$ cat src/rtl/vslc_prog_loader_pkg.sv
// VSLC program loader: shared sizes, NOP opcode
// and loader state encoding.
package vslc_prog_loader_pkg;

  localparam int CODE_DEPTH = 32;
  localparam int ADDR_W     = 5;
  localparam logic [3:0] NOP_OP = 4'hF;

  typedef enum logic [2:0] {
    S_IDLE,
    S_LEN,
    S_DATA_LO,
    S_DATA_HI,
    S_CSUM,
    S_FILL,
    S_FIN,
    S_ERR
  } ld_state_e;

  function automatic logic len_bad(input logic [7:0] b);
    return (b == 8'd0) || (b > 8'(CODE_DEPTH));
  endfunction

endpackage

$ cat src/rtl/vslc_prog_loader_if.sv
// Byte-stream valid/ready link feeding the
// program loader.
interface vslc_prog_loader_if;
  logic       in_valid;
  logic [7:0] in_data;
  logic       in_ready;

  modport master (
    output in_valid,
    output in_data,
    input  in_ready
  );

  modport slave (
    input  in_valid,
    input  in_data,
    output in_ready
  );
endinterface

$ cat src/rtl/vslc_prog_loader.sv
// Framed byte-stream loader: checks length and
// checksum, writes nibbles, pads with NOP.
module vslc_prog_loader
  import vslc_prog_loader_pkg::*;
(
  input  logic              clk,
  input  logic              rst,
  input  logic              load_start,
  vslc_prog_loader_if.slave bus,
  output logic              wr_en,
  output logic [ADDR_W-1:0] wr_addr,
  output logic [3:0]        wr_data,
  output logic              busy,
  output logic              done,
  output logic              prog_ok,
  output logic              err_len,
  output logic              err_csum
);

  localparam logic [ADDR_W:0] DEPTH =
    (ADDR_W+1)'(CODE_DEPTH);

  ld_state_e       state, nxt;
  logic [ADDR_W:0] idx, len;
  logic [ADDR_W:0] idx_p1, idx_p2;
  logic [7:0]      sum, sum_nxt;
  logic [3:0]      hi;
  logic            rdy, xfer;

  assign rdy = (state == S_LEN)
            || (state == S_DATA_LO)
            || (state == S_CSUM);
  assign bus.in_ready = rdy;
  assign xfer = bus.in_valid & rdy & ~load_start;

  assign idx_p1  = idx + 1'b1;
  assign idx_p2  = idx + 2'd2;
  assign sum_nxt = sum + bus.in_data;

  assign busy = (state != S_IDLE);
  assign done = (state == S_FIN);

  always_ff @(posedge clk) begin
    if (rst) state <= S_IDLE;
    else     state <= nxt;
  end

  always_comb begin
    nxt = state;
    unique case (state)
      S_IDLE:    nxt = state;
      S_LEN:
        if (xfer)
          nxt = len_bad(bus.in_data)
              ? S_ERR : S_DATA_LO;
      S_DATA_LO: if (xfer) nxt = S_DATA_HI;
      S_DATA_HI:
        nxt = (idx_p2 >= len) ? S_CSUM : S_DATA_LO;
      S_CSUM:
        if (xfer) begin
          if (sum_nxt != 8'd0) nxt = S_ERR;
          else if (len == DEPTH) nxt = S_FIN;
          else nxt = S_FILL;
        end
      S_FILL:
        if (idx == DEPTH - 1'b1) nxt = S_FIN;
      S_FIN:     nxt = S_IDLE;
      S_ERR:     nxt = state;
    endcase
    if (load_start) nxt = S_LEN;
  end

  // abort on load_start suppresses any pending write
  always_ff @(posedge clk) begin
    if (rst) begin
      idx      <= '0;
      len      <= '0;
      sum      <= '0;
      hi       <= '0;
      wr_en    <= 1'b0;
      wr_addr  <= '0;
      wr_data  <= '0;
      prog_ok  <= 1'b0;
      err_len  <= 1'b0;
      err_csum <= 1'b0;
    end else begin
      wr_en <= 1'b0;
      if (load_start) begin
        idx      <= '0;
        sum      <= '0;
        prog_ok  <= 1'b0;
        err_len  <= 1'b0;
        err_csum <= 1'b0;
      end else begin
        unique case (state)
          S_LEN:
            if (xfer) begin
              sum <= sum_nxt;
              if (len_bad(bus.in_data))
                err_len <= 1'b1;
              else
                len <= bus.in_data[ADDR_W:0];
            end
          S_DATA_LO:
            if (xfer) begin
              sum     <= sum_nxt;
              wr_en   <= 1'b1;
              wr_addr <= idx[ADDR_W-1:0];
              wr_data <= bus.in_data[3:0];
              hi      <= bus.in_data[7:4];
            end
          S_DATA_HI: begin
            if (idx_p1 < len) begin
              wr_en   <= 1'b1;
              wr_addr <= idx_p1[ADDR_W-1:0];
              wr_data <= hi;
            end
            idx <= idx_p2;
          end
          S_CSUM:
            if (xfer) begin
              sum <= sum_nxt;
              idx <= len;
              if (sum_nxt != 8'd0)
                err_csum <= 1'b1;
            end
          S_FILL: begin
            wr_en   <= 1'b1;
            wr_addr <= idx[ADDR_W-1:0];
            wr_data <= NOP_OP;
            idx     <= idx_p1;
          end
          S_FIN:  prog_ok <= 1'b1;
          S_IDLE, S_ERR: ;
        endcase
      end
    end
  end

endmodule

$ cat src/flat_wrapper.sv
// flat-port wrapper written by rule: the top's interface ports become plain ports
module vslc_prog_loader_flat import vslc_prog_loader_pkg::*;
  (clk, rst, load_start, wr_en, wr_addr, wr_data, busy, done, prog_ok, err_len, err_csum, bus_in_valid, bus_in_data, bus_in_ready);
  vslc_prog_loader_if bus_i ();
  input  logic clk;
  input  logic rst;
  input  logic load_start;
  output logic wr_en;
  output logic [ADDR_W-1:0] wr_addr;
  output logic [3:0] wr_data;
  output logic busy;
  output logic done;
  output logic prog_ok;
  output logic err_len;
  output logic err_csum;
  input wire logic [$bits(bus_i.in_valid)-1:0] bus_in_valid;
  input wire logic [$bits(bus_i.in_data)-1:0] bus_in_data;
  output wire logic [$bits(bus_i.in_ready)-1:0] bus_in_ready;
  assign bus_i.in_valid = bus_in_valid;
  assign bus_i.in_data = bus_in_data;
  assign bus_in_ready = bus_i.in_ready;
  vslc_prog_loader u_core (.clk(clk), .rst(rst), .load_start(load_start), .bus(bus_i), .wr_en(wr_en), .wr_addr(wr_addr), .wr_data(wr_data), .busy(busy), .done(done), .prog_ok(prog_ok), .err_len(err_len), .err_csum(err_csum));
endmodule
$ cat config.mk
export PLATFORM = sky130hd
export DESIGN_NAME = vslc_prog_loader_flat
export DESIGN_NICKNAME = d
export VERILOG_FILES = /design/src/rtl/vslc_prog_loader_pkg.sv /design/src/rtl/vslc_prog_loader_if.sv /design/src/rtl/vslc_prog_loader.sv /design/src/flat_wrapper.sv
export SDC_FILE = /design/constraint.sdc
export NUM_CORES = 1
export LEC_CHECK = 0
export ABC_AREA = 1
export ABC_CLOCK_PERIOD_IN_PS = 3300
export BUFFER_PORTS_ARGS = -buffer_cell sky130_fd_sc_hd__buf_2
export CORE_UTILIZATION = 25
export DETAILED_ROUTE_END_ITERATION = 8
export GPL_ROUTABILITY_DRIVEN = 0
export PLACE_DENSITY_LB_ADDON = 0.12
export RECOVER_POWER = 25
export SYNTH_ARGS = -nofsm -noshare
export SYNTH_HDL_FRONTEND = slang
export SYNTH_SLANG_ARGS = --single-unit
$ cat constraint.sdc
create_clock -name clk -period 3.3 [get_ports clk]
set_input_delay 0.495 -clock clk [delete_from_list [all_inputs] [get_ports clk]]
set_output_delay 0.495 -clock clk [all_outputs]
set_load 0.05 [all_outputs]
==> metrics.md <==
| Metric | Value |
|---|---|
| Grt met2 use | `25.49%` |
| Top_reg_cell synth | `dfxtp_1` |
| DRT iter0 DRCs | `66` |
| I/O Buffers | `27` |
| Routed WL per cell | `14.10 um` |
| Footprint of the multi-input gates | `0.001481 sq mm` |
| Post-CTS repair timing setup buffer count | `0` |
| Nets@finish | `424` |
| Syn Inst Count | `361` |
| Critical path's top delay family | `compound AO/OA/AOI/OAI gates` |
| Outcome | `complete, no violations` |
| Total clock sinks | `40` |
| Synth top area share | `31.57%` |
| Worst path bufs/invs | `2` |
| Fraction of the cycle the final worst path needs | `82.88%` |
| Critical path class | `register to register` |
| Number of inserted diodes | `0` |
| Initial Util | `25.83%` |
| Slowest cell on crit path | `dfxtp_1` |
| Max-cap violations | `0` |
| Final Skew | `0.01151 ns` |
| Met3 Use GR | `2.169%` |
| Worst setup EP type | `register` |
| CTS tree | `done` |
| Placed insts | `516` |
| CTS clk-pin slew, worst paths | `0.08 ns` |
| Fillers | `1166` |
| Post-synth EDFFs | `0` |
| Core area | `0.009819 sq mm` |
| CTS Buf Count | `5` |
| Root Driver | `clkbuf_8` |
| Syn Area/Cell | `7.025 sq um` |
| Final ANT Viol Nets | `0` |
| CTS resizes | `0` |
| Setup TNS | `0 ns` |
| Hold crit path type | `register to register` |
| Met1 GRT Util | `19.54%` |
| Initial antenna violation count | `0` |
| Max Slew Vio Count | `0` |
| Worst hold slack | `0.4513 ns` |
| Final setup viols | `0` |
| Crit path DAT | `2.91 ns` |
| CTS Hold Bufs | `0` |
| Most used cell, CP | `nand2_1` |
| Non-filler cells, final | `524` |
| Global route hottest layer | `met2` |
| Total leakage power | `1.278 nW` |
| Final hold violation count | `0` |
| DPL Wire Length | `5875 um` |
| Syn. warnings | `0` |
| Area grow syn2layout | `14.41%` |
| CP cell instances | `ha_1 > nand2_1 > nor2_1 > xor2_1 > nand2_1 > o21ai_0 > inv_1 > ha_1 > nand4_1 > o221ai_1 > nand2_1 > nand2_1 > clkinv_2 > o21ai_0 > a31oi_1` |
| RSZ-0062 raised after global routing | `false` |
| Share of cells above drive strength 1 | `9.207%` |
| Die height | `102.7 um` |
| Minimum clock period | `2.735 ns` |
| CP max stage delay | `0.47 ns` |
| Crit path launch type | `register` |
| Worst Max-Slew Pin Slew | `0.6438 ns` |
| Rows | `36` |
| First-pass GRT wire length | `12070 um` |
| Critical path required time | `3.48 ns` |
| Routed vias/inst | `4.677` |
| TritonRoute pass-1 iters | `4` |
| Most frequent cells after synthesis | `nand2_1 (59), inv_1 (51), nor2_1 (41)` |
| Synth Register Bits | `40` |
| Sequential cell area fraction in the yosys report | `31.57%` |
| Fin area | `0.002902 sq mm` |
| Total gr overflow | `0` |
| H-tree lvl count | `2` |
| Gr usage total | `15.10%` |
| DRC errors left | `0` |
| Crit Path Max Fanout | `18` |
| Register area | `800.8 sq um` |
| Fmax | `0.3656 GHz` |
| Clock latency on the worst-skew pair | `0.30 ns` |
| Unique masters post-synth | `38` |
| Final Util | `29.55%` |
| Vias in the first global route | `2405` |
| Worst slew margin | `56.92%` |
| Synth area leader | `dfxtp_1` |
| Asr flop ratio synth | `0%` |
| Largest cells by area after synthesis | `dfxtp_1 (32%), ha_1 (10%), nand2_1 (8.7%), inv_1 (7.5%), o21ai_0 (6.5%)` |
| Largest net degree at the start of global routing | `19` |
| Num ports | `28` |
| Die area | `0.01055 sq mm` |
| Placement Cell Area | `0.002806 sq mm` |
| CTS Buffer Depth | `2` |
| Die width | `102.7 um` |
| Total wire length | `7387 um` |
| Power Density | `444.3 mW/mm^2` |
| Count leader, synth | `nand2_1` |
| Mapped cell area | `0.002536 sq mm` |
| Vias post-DR | `2451` |
| Max IR drop VDD | `0.1520 mV` |
| Syn_nets | `395` |
-- logic make-up after synthesis --
logic type	Yosys count	share of synthesized area, %
and+or+nand+nor	134	23.14
buffers and inverters	63	10.01
DFF	40	31.57
AOI/OAI and AO/OA	96	22.05
adders and majority gates	22	11.15
xor gates and xnor gates	6	2.072
-- path summary, 6_finish.rpt --
kind | slack, ns | cells after the start | to | startpoint
worst min register to register | 0.45 | 2 | u_core.hi[2]$_SDFFE_PP0P_ | u_core.hi[2]$_SDFFE_PP0P_
worst min-delay path | 0.45 | 2 | u_core.hi[2]$_SDFFE_PP0P_ | u_core.hi[2]$_SDFFE_PP0P_
worst max-delay path | 0.57 | 15 | u_core.wr_addr[4]$_SDFFE_PP0P_ | u_core.idx[1]$_SDFFE_PP0P_
worst max register to register | 0.57 | 15 | u_core.wr_addr[4]$_SDFFE_PP0P_ | u_core.idx[1]$_SDFFE_PP0P_
-- flip-flops by register name, summed over array words and instances (netlist names) --
signal and cells:
u_core.sum 8, u_core.wr_data 4, u_core.wr_addr 5, u_core.err_csum 1, u_core.err_len 1, u_core.prog_ok 1, u_core.idx 6, u_core.state 3
u_core.len 6, u_core.hi 4, u_core.wr_en 1
-- worst reg2reg max path, cell delays in order, from the launching register on --
cell and delay (ns):
dfxtp_1 0.47, ha_1 0.21, nand2_1 0.08, nor2_1 0.13, xor2_1 0.20, nand2_1 0.06
o21ai_0 0.11, inv_1 0.08, ha_1 0.31, nand4_1 0.10, o221ai_1 0.22, nand2_1 0.08
nand2_1 0.09, clkinv_2 0.21, o21ai_0 0.24, a31oi_1 0.05
-- placed cells by master (no fill, tap or decap), types with 4 or more instances in the layout --
cell type	netlist	final
nor3_1	4	4
a211oi_1	6	6
nand4_1	5	5
xor2_1	6	6
nand2_1	59	59
clkbuf_8	0	5
nand3_1	14	14
o22ai_1	5	5
a31oi_1	8	8
a21oi_1	32	32
inv_1	51	51
buf_2	1	14
o21ai_0	33	33
dfxtp_1	40	40
ha_1	21	21
clkbuf_1	3	14
nor2_1	41	41
-- area by class of cell --
type	count	area share (%)
Tap cell	133	5.735
Inverter	57	7.417
Timing Repair Buffer	28	4.226
Multi-Input combinational cell	258	51.06
Sequential cell	40	27.60
Clock inverter	3	1.596
Clock buffer	5	2.372
-- metrics by stage --
stage | worst slack (ns) | power, mW
2_1_floorplan | 0.9654 | 0.7890
3_3_place_gp | 0.5322 | 0.8822
3_5_place_dp | 0.5627 | 0.8771
4_1_cts | 0.5421 | 1.306
5_1_grt | 0.1870 | 1.365
6_report | 0.5651 | 1.289
-- power by group --
group / internal, mW / total, mW / switching, mW
registers: 0.508 / 0.530 / 0.0227
logic: 0.0928 / 0.331 / 0.238
clock network: 0.228 / 0.428 / 0.199
total: 0.829 / 1.29 / 0.460
-- routing by layer --
metal / up-vias / share of wire [%]
met5: - / 0
met4: 0 / 2.2
met3: 13 / 2.5
met2: 35 / 47
met1: 1125 / 49
li1: 1278 / -
Note: power is estimated with default switching activity, not from simulation.
